==> config.mk <==
export PLATFORM = sky130hd
export DESIGN_NAME = sensor_event_tx
export DESIGN_NICKNAME = d
export VERILOG_FILES = /design/src/rtl/parking_pkg.sv /design/src/rtl/sensor_debounce.sv /design/src/rtl/sensor_event_tx.sv
export SDC_FILE = /design/constraint.sdc
export NUM_CORES = 1
export LEC_CHECK = 0
export ABC_AREA = 1
export BUFFER_PORTS_ARGS = -buffer_cell sky130_fd_sc_hd__buf_2
export CORE_ASPECT_RATIO = 0.7
export CORE_UTILIZATION = 54
export CTS_CLUSTER_SIZE = 40
export DETAILED_ROUTE_END_ITERATION = 10
export HOLD_SLACK_MARGIN = 0.05
export PLACE_DENSITY = 0.86
export SLEW_MARGIN = 20
export SYNTH_ARGS = -nofsm -noshare
export SYNTH_HDL_FRONTEND = slang
export SYNTH_SLANG_ARGS = --single-unit
export TNS_END_PERCENT = 50
==> constraint.sdc <==
create_clock -name clk -period 1.3 [get_ports clk]
set_input_delay 0.065 -clock clk [delete_from_list [all_inputs] [get_ports clk]]
set_output_delay 0.065 -clock clk [all_outputs]
set_load 0.01 [all_outputs]
==> src/rtl/parking_pkg.sv <==
// Shared types and constants for the parking-gate sensor event path.
package parking_pkg;

   localparam int unsigned DEF_DEB_CYCLES = 400000;
   localparam int unsigned DEF_CNT_W      = 19;

   localparam logic EVT_ENTRY = 1'b0;
   localparam logic EVT_EXIT  = 1'b1;

   typedef enum logic [1:0] {
      ST_IDLE,
      ST_LATCH,
      ST_SEND,
      ST_HOLDOFF
   } evt_state_t;

   // Entry into a taken slot or exit from a free slot is illegal.
   function automatic logic evt_is_reject(input logic typ, input logic slot_taken);
      return (typ == EVT_ENTRY) ? slot_taken : !slot_taken;
   endfunction

endpackage

==> src/rtl/sensor_debounce.sv <==
// Two-flop synchronizer followed by a stability-window debouncer for one raw sensor.
module sensor_debounce
   import parking_pkg::*;
#(
   parameter int unsigned DEB_CYCLES = DEF_DEB_CYCLES,
   parameter int unsigned CNT_W      = DEF_CNT_W
)(
   input  logic i_clk,
   input  logic i_rst,
   input  logic i_raw,
   output logic o_level,
   output logic o_rise
);

   localparam logic [CNT_W-1:0] LP_LAST = CNT_W'(DEB_CYCLES - 1);
   localparam logic [CNT_W-1:0] LP_ONE  = CNT_W'(1);

   logic [1:0]       r_sync;
   logic             r_level;
   logic [CNT_W-1:0] r_cnt;
   logic             w_diff;
   logic             w_done;

   assign w_diff = r_sync[1] ^ r_level;
   assign w_done = w_diff && (r_cnt == LP_LAST);

   always_ff @(posedge i_clk or posedge i_rst) begin
      if (i_rst) begin
         r_sync  <= '0;
         r_level <= 1'b0;
         r_cnt   <= '0;
      end else begin
         r_sync <= {r_sync[0], i_raw};
         // Any sample matching the current level restarts the window.
         if (!w_diff || w_done)
            r_cnt <= '0;
         else
            r_cnt <= r_cnt + LP_ONE;
         if (w_done)
            r_level <= r_sync[1];
      end
   end

   assign o_level = r_level;
   assign o_rise  = w_done && r_sync[1];

endmodule

==> src/rtl/sensor_event_tx.sv <==
// Turns debounced entry/exit gate sensors into a valid/ready event stream for the parking FSM.
// Optional per-type accepted-event counters are built when SENSOR_EVENT_COUNT_EN is defined.
module sensor_event_tx
   import parking_pkg::*;
#(
   parameter int unsigned DEB_CYCLES = DEF_DEB_CYCLES,
   parameter int unsigned CNT_W      = DEF_CNT_W
)(
   input  logic       clk,
   input  logic       reset,
   input  logic       entry_sensor,
   input  logic       exit_sensor,
   input  logic [1:0] switch,
   input  logic [3:0] occupied,
   input  logic       evt_ready,
   output logic       evt_valid,
   output logic       evt_type,
   output logic [1:0] evt_slot,
   output logic       evt_reject,
   output logic       busy
`ifdef SENSOR_EVENT_COUNT_EN
   ,
   output logic [7:0] entry_cnt,
   output logic [7:0] exit_cnt
`endif
);

   evt_state_t r_state;
   evt_state_t w_state_nxt;

   logic       w_ent_level;
   logic       w_ent_rise;
   logic       w_ext_level;
   logic       w_ext_rise;
   logic       r_pend_ent;
   logic       r_pend_ext;
   logic       r_serve;
   logic       r_type;
   logic [1:0] r_slot;
   logic       r_reject;
   logic       w_take;
   logic       w_latch;
   logic       w_accept;
   logic       w_take_type;
   logic       w_served_level;

   sensor_debounce #(
      .DEB_CYCLES (DEB_CYCLES),
      .CNT_W      (CNT_W)
   ) u_deb_entry (
      .i_clk   (clk),
      .i_rst   (reset),
      .i_raw   (entry_sensor),
      .o_level (w_ent_level),
      .o_rise  (w_ent_rise)
   );

   sensor_debounce #(
      .DEB_CYCLES (DEB_CYCLES),
      .CNT_W      (CNT_W)
   ) u_deb_exit (
      .i_clk   (clk),
      .i_rst   (reset),
      .i_raw   (exit_sensor),
      .o_level (w_ext_level),
      .o_rise  (w_ext_rise)
   );

   // Entry wins when both are pending; the exit flag simply stays set.
   assign w_take_type    = r_pend_ent ? EVT_ENTRY : EVT_EXIT;
   assign w_served_level = (r_serve == EVT_ENTRY) ? w_ent_level : w_ext_level;

   always_comb begin
      w_state_nxt = r_state;
      w_take      = 1'b0;
      w_latch     = 1'b0;
      w_accept    = 1'b0;
      case (r_state)
         ST_IDLE: begin
            if (r_pend_ent || r_pend_ext) begin
               w_take      = 1'b1;
               w_state_nxt = ST_LATCH;
            end
         end
         ST_LATCH: begin
            w_latch     = 1'b1;
            w_state_nxt = ST_SEND;
         end
         ST_SEND: begin
            if (evt_ready) begin
               w_accept    = 1'b1;
               w_state_nxt = ST_HOLDOFF;
            end
         end
         ST_HOLDOFF: begin
            if (!w_served_level)
               w_state_nxt = ST_IDLE;
         end
         default: w_state_nxt = ST_IDLE;
      endcase
   end

   always_ff @(posedge clk or posedge reset) begin
      if (reset) begin
         r_state    <= ST_IDLE;
         r_pend_ent <= 1'b0;
         r_pend_ext <= 1'b0;
         r_serve    <= EVT_ENTRY;
         r_type     <= EVT_ENTRY;
         r_slot     <= '0;
         r_reject   <= 1'b0;
      end else begin
         r_state <= w_state_nxt;
         if (w_ent_rise)
            r_pend_ent <= 1'b1;
         else if (w_take && (w_take_type == EVT_ENTRY))
            r_pend_ent <= 1'b0;
         if (w_ext_rise)
            r_pend_ext <= 1'b1;
         else if (w_take && (w_take_type == EVT_EXIT))
            r_pend_ext <= 1'b0;
         if (w_take)
            r_serve <= w_take_type;
         if (w_latch) begin
            r_type   <= r_serve;
            r_slot   <= switch;
            r_reject <= evt_is_reject(r_serve, occupied[switch]);
         end
      end
   end

   assign evt_valid  = (r_state == ST_SEND);
   assign evt_type   = r_type;
   assign evt_slot   = r_slot;
   assign evt_reject = r_reject;
   assign busy       = (r_state != ST_IDLE);

`ifdef SENSOR_EVENT_COUNT_EN
   logic [7:0] r_entry_cnt;
   logic [7:0] r_exit_cnt;

   always_ff @(posedge clk or posedge reset) begin
      if (reset) begin
         r_entry_cnt <= '0;
         r_exit_cnt  <= '0;
      end else if (w_accept && !r_reject) begin
         if (r_type == EVT_ENTRY) begin
            if (r_entry_cnt != 8'hFF)
               r_entry_cnt <= r_entry_cnt + 8'd1;
         end else begin
            if (r_exit_cnt != 8'hFF)
               r_exit_cnt <= r_exit_cnt + 8'd1;
         end
      end
   end

   assign entry_cnt = r_entry_cnt;
   assign exit_cnt  = r_exit_cnt;
`endif

endmodule
==> run summary, run 1 <==
Worst setup SP type: flip-flop
vias in the first global route: 2,640
number of instances in the placed design: 479
Req. time, crit path: 1.56 ns
largest net degree at the start of global routing: 54
root buffer cell: clkbuf_8
top layer in use: met4
gr usage total: 27.6%
outcome: finished with violations
design area: 3710 µm²
worst skew pair latency: 0.33 ns
RSZ-0062 raised after global routing: true
row cnt: 21
Clock Sinks: 53
share of Yosys cell area claimed by the top area cell type: 46.7%
nets@finish: 446
drt first-iter violations: 243
Seq/Total Area, Yosys: 46.7%
fraction of layout cells with a size suffix above 1: 25.9%
Crit path top cell by count: nand2_1
Compound-Gate Fraction of Synth Area: 4.09%
CTS buffer count: 5
mapped cell area: 2840 µm²
fin cells: 498
Post-Synth Adder-Cell Area: 3.08%
Pwr Density: 833 nW/µm²
die area: 5560 µm²
# setup viols final: 24
grt ovf: 0
area share of xor/xnor cells in the synthesized design: 6.78%
Hold Path Class: in -> reg
Net Count, Synth: 383
Final Critical Period: 1.38 ns
Worst EP arrival: 1.64 ns
Post-DP HPWL: 4570 µm
Post-synth top cells: 84 x nand2_1, 81 x nor2_1, 53 x dfrtp_1
antenna-violating nets left: 0
CTS Buffer Depth: 2
Cell variety after synth: 24
CP cell instances: buf_4 -> nand2_1 -> nor2_2 -> nand2_1 -> nor2_4 -> nand2_1 -> nand2_1 -> nand2_1 -> nor2_1
largest area contributor in the netlist: dfrtp_1
Post-Route M1 WL: 2990 µm
P_leak: 1.65 nW
synth top area cells: dfrtp_1 47%, nand2_1 11%, nor2_1 11%, inv_1 5.7%, xor2_1 4.3%
yosys warns: 0
final count of hold timing violations: 0
Critical Path Sink Type: flip-flop
slew margin rel.: 80.9%
Post-route DRC: 0
fin crit share: 106%
Final WS setup: -0.0800 ns
final RePlAce weighted congestion: 0.897
Max IR drop VDD: 0.000491 V
met3 WL: 544 µm
FFs w/ async S/R, synth: 100%
number of antenna violations at the first check in global routing: 0
clock-pin slew on the worst setup and hold paths: 0.10 ns
Die Ht: 62.7 µm
Post-synth top flop: dfrtp_1
number of synthesized register bits: 53
dpl cell area: 3240 µm²
number of synthesized flops with an enable pin: 0
most frequent cell after synthesis: nand2_1
core area: 4910 µm²
Synth Instances: 365
simple-gate area share of the yosys netlist: 32.8%
met2 wire len: 3620 µm
number of port buffers: 16
post-synthesis mux area share: 0%
Starting Density: 57.9%
Layout Area Growth over Synthesis: 30.6%
Avg WL per Cell: 14.7 µm
H-tree depth: 2
Max Fclk: 0.725 GHz
max cap viols: 0
Crit Path Class: reg -> reg
total power: 0.00309 W
diode count: 0
worst path buffer plus inverter count: 1
Pins Over Slew Limit: 0
final setup skew: 0.00907 ns
failing checks: setup timing
CP top delay family: simple AND/OR/NAND/NOR gates
Tightest Pin Transition: 0.286 ns
crit path max fanout: 4
routed vias: 2,664
clock tree from TritonCTS: done
# IOs: 17
drt pass-1 iters: 5
pre-CTS setup slack: -0.132 ns
Die Wd: 88.7 µm
final wirelength: 7320 µm
largest family of logic cells by synthesized area: simple AND/OR/NAND/NOR gates
first-pass GRT wire length: 11,600 µm
slowest CP cell: dfrtp_1
Mean Syn Cell Area: 7.79 µm²
max incr delay on CP: 0.42 ns
setup TNS: -0.931 ns
Vias/cell: 5.35
-- placed cells by master, fill, tap and decap left out, drive strengths merged --
cell / n
bufinv: 1
o21a: 1
clkinvlp: 2
nor2: 84
dlygate4sd3: 5
ha: 7
nand2: 86
nand4: 4
dfrtp: 53
inv: 42
buf: 54
nand3: 26
o221ai: 1
nand3b: 1
and2: 1
o21ai: 11
xnor2: 8
or2: 2
xor2: 14
nor3: 11
clkbuf: 6
a21oi: 9
-- layout make-up --
class | instances | area, µm²
Clock buffer | 6 | 82.6
Multi-Input combinational cell | 266 | 1560
Fill cell | 312 | 1200
Inverter | 43 | 170
Clock inverter | 2 | 37.5
Timing Repair Buffer | 59 | 452
Sequential cell | 53 | 1330
Tap cell | 69 | 86.3
-- worst min-delay path: stages --
cell and delay, ns:
buf_2 0.09, inv_1 0.05, a21oi_2 0.05, o21ai_2 0.09, o21ai_1 0.06
-- state kept, by name, indices dropped and copies added (netlist names) --
signal	flops
u_deb_entry.r_cnt	19
u_deb_exit.r_cnt	19
evt_slot	2
r_state	2
u_deb_entry.r_sync	2
u_deb_exit.r_sync	2
evt_reject	1
evt_type	1
r_pend_ent	1
r_pend_ext	1
r_serve	1
u_deb_entry.o_level	1
u_deb_exit.o_level	1
-- what timing repair did --
item	4_1_cts	5_1_grt
pin swaps	7	9
cloned	0	0
hold buffers	5	0
setup endpoints to repair	46	49
buffers inserted	5	1
gates resized for setup	26	38
hold endpoints to repair	57	0
-- layer usage --
layer  GRT usage (%)  vias to the layer above
li1                -                     1255
met1            34.6                     1251
met2            45.3                      140
met3            5.81                       18
met4            13.3                        0
met5               0                        -
-- through the flow --
| step | hold WS [ns] | util (%) |
|---|---|---|
| 4_1_cts | 0.152 | 72.5 |
| 5_1_grt | 0.168 | 75.6 |
| 6_report | 0.122 | 75.6 |
| 2_1_floorplan | 0.0964 | - |
| 3_5_place_dp | 0.156 | 66.0 |
| 3_3_place_gp | 0.152 | 66.0 |
-- logic make-up after synthesis --
logic type                 count (synthesis)
adders and majority gates                  7
AOI/OAI and AO/OA                         22
buffers and inverters                     46
and+or+nand+nor                          215
DFF                                       53
xor gates and xnor gates                  22
-- path summary, 6_finish.rpt --
kind	start	end	slack [ns]	cells past startpoint
setup reg to reg	u_deb_entry.r_cnt[1]	u_deb_entry.r_cnt[13]	-0.08	9
hold / removal	evt_ready	r_state[1]	0.12	5
max in group asynchronous	reset	u_deb_exit.r_cnt[4]	0.71	4
hold reg to reg	u_deb_entry.r_sync[0]	u_deb_entry.r_sync[1]	0.38	0
min in group asynchronous	reset	u_deb_entry.r_cnt[1]	0.35	4
setup / recovery	u_deb_entry.r_cnt[1]	u_deb_entry.r_cnt[13]	-0.08	9
-- power by group --
part,internal (W),total [W],switching (W)
Sequential,0.00167,0.00169,0.0000250
Clock,0.000627,0.00121,0.000585
Combinational,0.0000794,0.000189,0.000110
Total,0.00238,0.00309,0.000719
(Power assumes the default switching activity.)
==> run 2: changes to the inputs <==
- CORE_MARGIN: unset -> 2
==> run 2 against run 1 <==
The run still ends with setup timing left. Core utilization fell by 1.8 points. Critical path depth down 3. Clock power is 17% lower. Critical path type unchanged.
==> run summary, run 2 (synthesized netlist as in run 1, its figures left out) <==
number of port buffers: 16 (unchanged)
worst skew pair latency: 0.33 ns (about the same)
Layout Area Growth over Synthesis: 33.5% (was 30.6%)
Req. time, crit path: 1.50 ns (was 1.56 ns)
failing checks: setup timing (unchanged)
biggest regs: u_deb_entry.r_cnt (19), u_deb_exit.r_cnt (19) (unchanged)
Die Ht: 64.7 µm (was 62.7 µm)
Tightest Pin Transition: 0.358 ns (was 0.286 ns)
Reg-to-Reg End: u_deb_exit.r_cnt[0] (was u_deb_entry.r_cnt[13])
Hold Path Class: in -> reg (unchanged)
core area: 5150 µm² (was 4910 µm²)
Avg WL per Cell: 17.0 µm (was 14.7 µm)
Min-Delay Path Depth: 5 (unchanged)
Pins Over Slew Limit: 0 (unchanged)
CTS Buffer Depth: 2 (unchanged)
antenna-violating nets left: 0 (unchanged)
reg2reg start: u_deb_exit.r_cnt[7] (was u_deb_entry.r_cnt[1])
R2R Setup Slk: -0.13 ns (was -0.08 ns)
final RePlAce weighted congestion: 0.934 (was 0.897)
Crit Path Class: reg -> reg (unchanged)
Pint: 0.00215 W (was 0.00238 W)
Starting Density: 55.2% (was 57.9%)
Die Wd: 90.7 µm (was 88.7 µm)
Critical Path Sink Type: flip-flop (unchanged)
clock-pin slew on the worst setup and hold paths: 0.11 ns (was 0.10 ns)
fin crit share: 110% (was 106%)
switching power total: 0.000762 W (was 0.000719 W)
Worst setup SP type: flip-flop (unchanged)
# IOs: 17 (unchanged)
RSZ-0062 raised after global routing: true (unchanged)
final wirelength: 8720 µm (was 7320 µm)
FILL cells: 328 (was 312)
first-pass GRT wire length: 11,800 µm (was 11,600 µm)
leading cell type in the layout, fill and taps excluded: nand2_1 (unchanged)
Min-Delay Endpoint: r_state[1] (unchanged)
P_leak: 1.68 nW (was 1.65 nW)
Max Fclk: 0.699 GHz (was 0.725 GHz)
Sequential Power Share: 58.3% (was 54.7%)
drt pass-1 iters: 5 (unchanged)
Final WS setup: -0.130 ns (was -0.0800 ns)
diode count: 0 (unchanged)
Clock Sinks: 53 (unchanged)
H-tree depth: 2 (unchanged)
design area: 3800 µm² (was 3710 µm²)
slew margin rel.: 75.9% (was 80.9%)
drt first-iter violations: 320 (was 243)
largest net degree at the start of global routing: 54 (unchanged)
die area: 5870 µm² (was 5560 µm²)
Vias/cell: 5.70 (was 5.35)
routed vias: 2,917 (was 2,664)
most frequent cells in the layout: 72 x nand2_1, 60 x nor2_1, 44 x dfrtp_1, 44 x buf_4, 38 x inv_1 (was 77 x nand2_1, 72 x nor2_1, 51 x dfrtp_1)
combinational power share: 6.9% (was 6.1%)
fraction of layout cells with a size suffix above 1: 33.0% (was 25.9%)
Final Critical Period: 1.43 ns (was 1.38 ns)
Hold Startpoint: evt_ready (unchanged)
nets@finish: 457 (was 446)
Max IR drop VDD: 0.000474 V (was 0.000491 V)
Fin Hold WS: 0.152 ns (was 0.122 ns)
Post-route DRC: 0 (unchanged)
# setup viols final: 42 (was 24)
CTS buffer count: 5 (unchanged)
root buffer cell: clkbuf_8 (unchanged)
vias in the first global route: 2,579 (was 2,640)
dpl cell area: 3280 µm² (was 3240 µm²)
clock tree from TritonCTS: done (unchanged)
crit path max fanout: 17 (was 4)
gr usage total: 25.1% (was 27.6%)
Clock Power Share: 34.7% (was 39.2%)
final setup skew: 0.0175 ns (was 0.00907 ns)
final count of hold timing violations: 0 (unchanged)
number of antenna violations at the first check in global routing: 0 (unchanged)
switch share: 26.2% (was 23.2%)
row cnt: 22 (was 21)
outcome: finished with violations (unchanged)
grt ovf: 0 (unchanged)
total power: 0.00291 W (was 0.00309 W)
reg2reg path depth: 6 (was 9)
Worst EP arrival: 1.63 ns (was 1.64 ns)
Pwr Density: 767 nW/µm² (was 833 nW/µm²)
Post-DP HPWL: 4650 µm (was 4570 µm)
max cap viols: 0 (unchanged)
[run 2: final cells by class]
type,count,area [µm²],area share (%)
Timing Repair Buffer,70,526,13.8
Clock inverter,3,26.3,0.692
Inverter,43,168,4.42
Sequential cell,53,1340,35.2
Multi-Input combinational cell,266,1580,41.6
Tap cell,72,90.1,2.37
Clock buffer,5,68.8,1.81
[run 2: power by group through the flow]
stage                     clock, W  sequential, W  combinational (W)
final                      0.00101        0.00170           0.000202
after global routing       0.00109        0.00170           0.000227
after CTS                  0.00101        0.00169           0.000182
after detailed placement         0        0.00172           0.000157
after global placement           0        0.00172           0.000150
after floorplan                  0        0.00172          0.0000916
[run 2: routing by layer]
| layer | GRT usage, % | vias to the layer above | share of wire [%] |
|---|---|---|---|
| met5 | 0 | - | 0 |
| met4 | 11.0 | 0 | 4.4 |
| met3 | 4.88 | 49 | 8.8 |
| met2 | 40.3 | 201 | 46 |
| met1 | 33.6 | 1379 | 41 |
| li1 | - | 1288 | - |
[run 2: what timing repair did]
action / in CTS / in global routing
setup buffers: 2 / 11
pin swaps: 4 / 21
resized for setup: 25 / 58
hold buffers: 5 / 0
endpoints found under the setup margin: 43 / 46
hold endpoints to repair: 57 / 0
[run 2: worst max path at each step]
stage	end	startpoint	slack [ns]
finish	u_deb_exit.r_cnt[0]	u_deb_exit.r_cnt[7]	-0.13
global route	u_deb_entry.r_cnt[13]	u_deb_entry.r_cnt[5]	-0.19
CTS	busy	r_state[0]	-0.03
detailed placement	u_deb_exit.r_cnt[7]	u_deb_exit.r_cnt[1]	-0.10
global placement	u_deb_entry.r_cnt[7]	u_deb_entry.r_cnt[4]	-0.02
floorplan	u_deb_entry.r_cnt[3]	u_deb_entry.r_cnt[0]	-0.04
[run 2: worst max-delay path, cell delays in order (launching register included)]
cell and delay [ns]:
dfrtp_1 0.44, nor2_2 0.14, nand2_1 0.09, nor2_2 0.22, nand3_4 0.16, nand2_8 0.17
nor2_1 0.07
[run 2: through the flow]
step	worst slack, ns	TNS, ns	cells	utilization [%]
detailed placement	-0.103	-2.94	486	63.7
global route	-0.187	-4.74	512	73.7
floorplan	-0.0436	-0.764	365	-
global placement	-0.0225	-0.388	486	63.7
finish	-0.130	-2.85	512	73.7
CTS	-0.0291	-0.0645	501	68.9
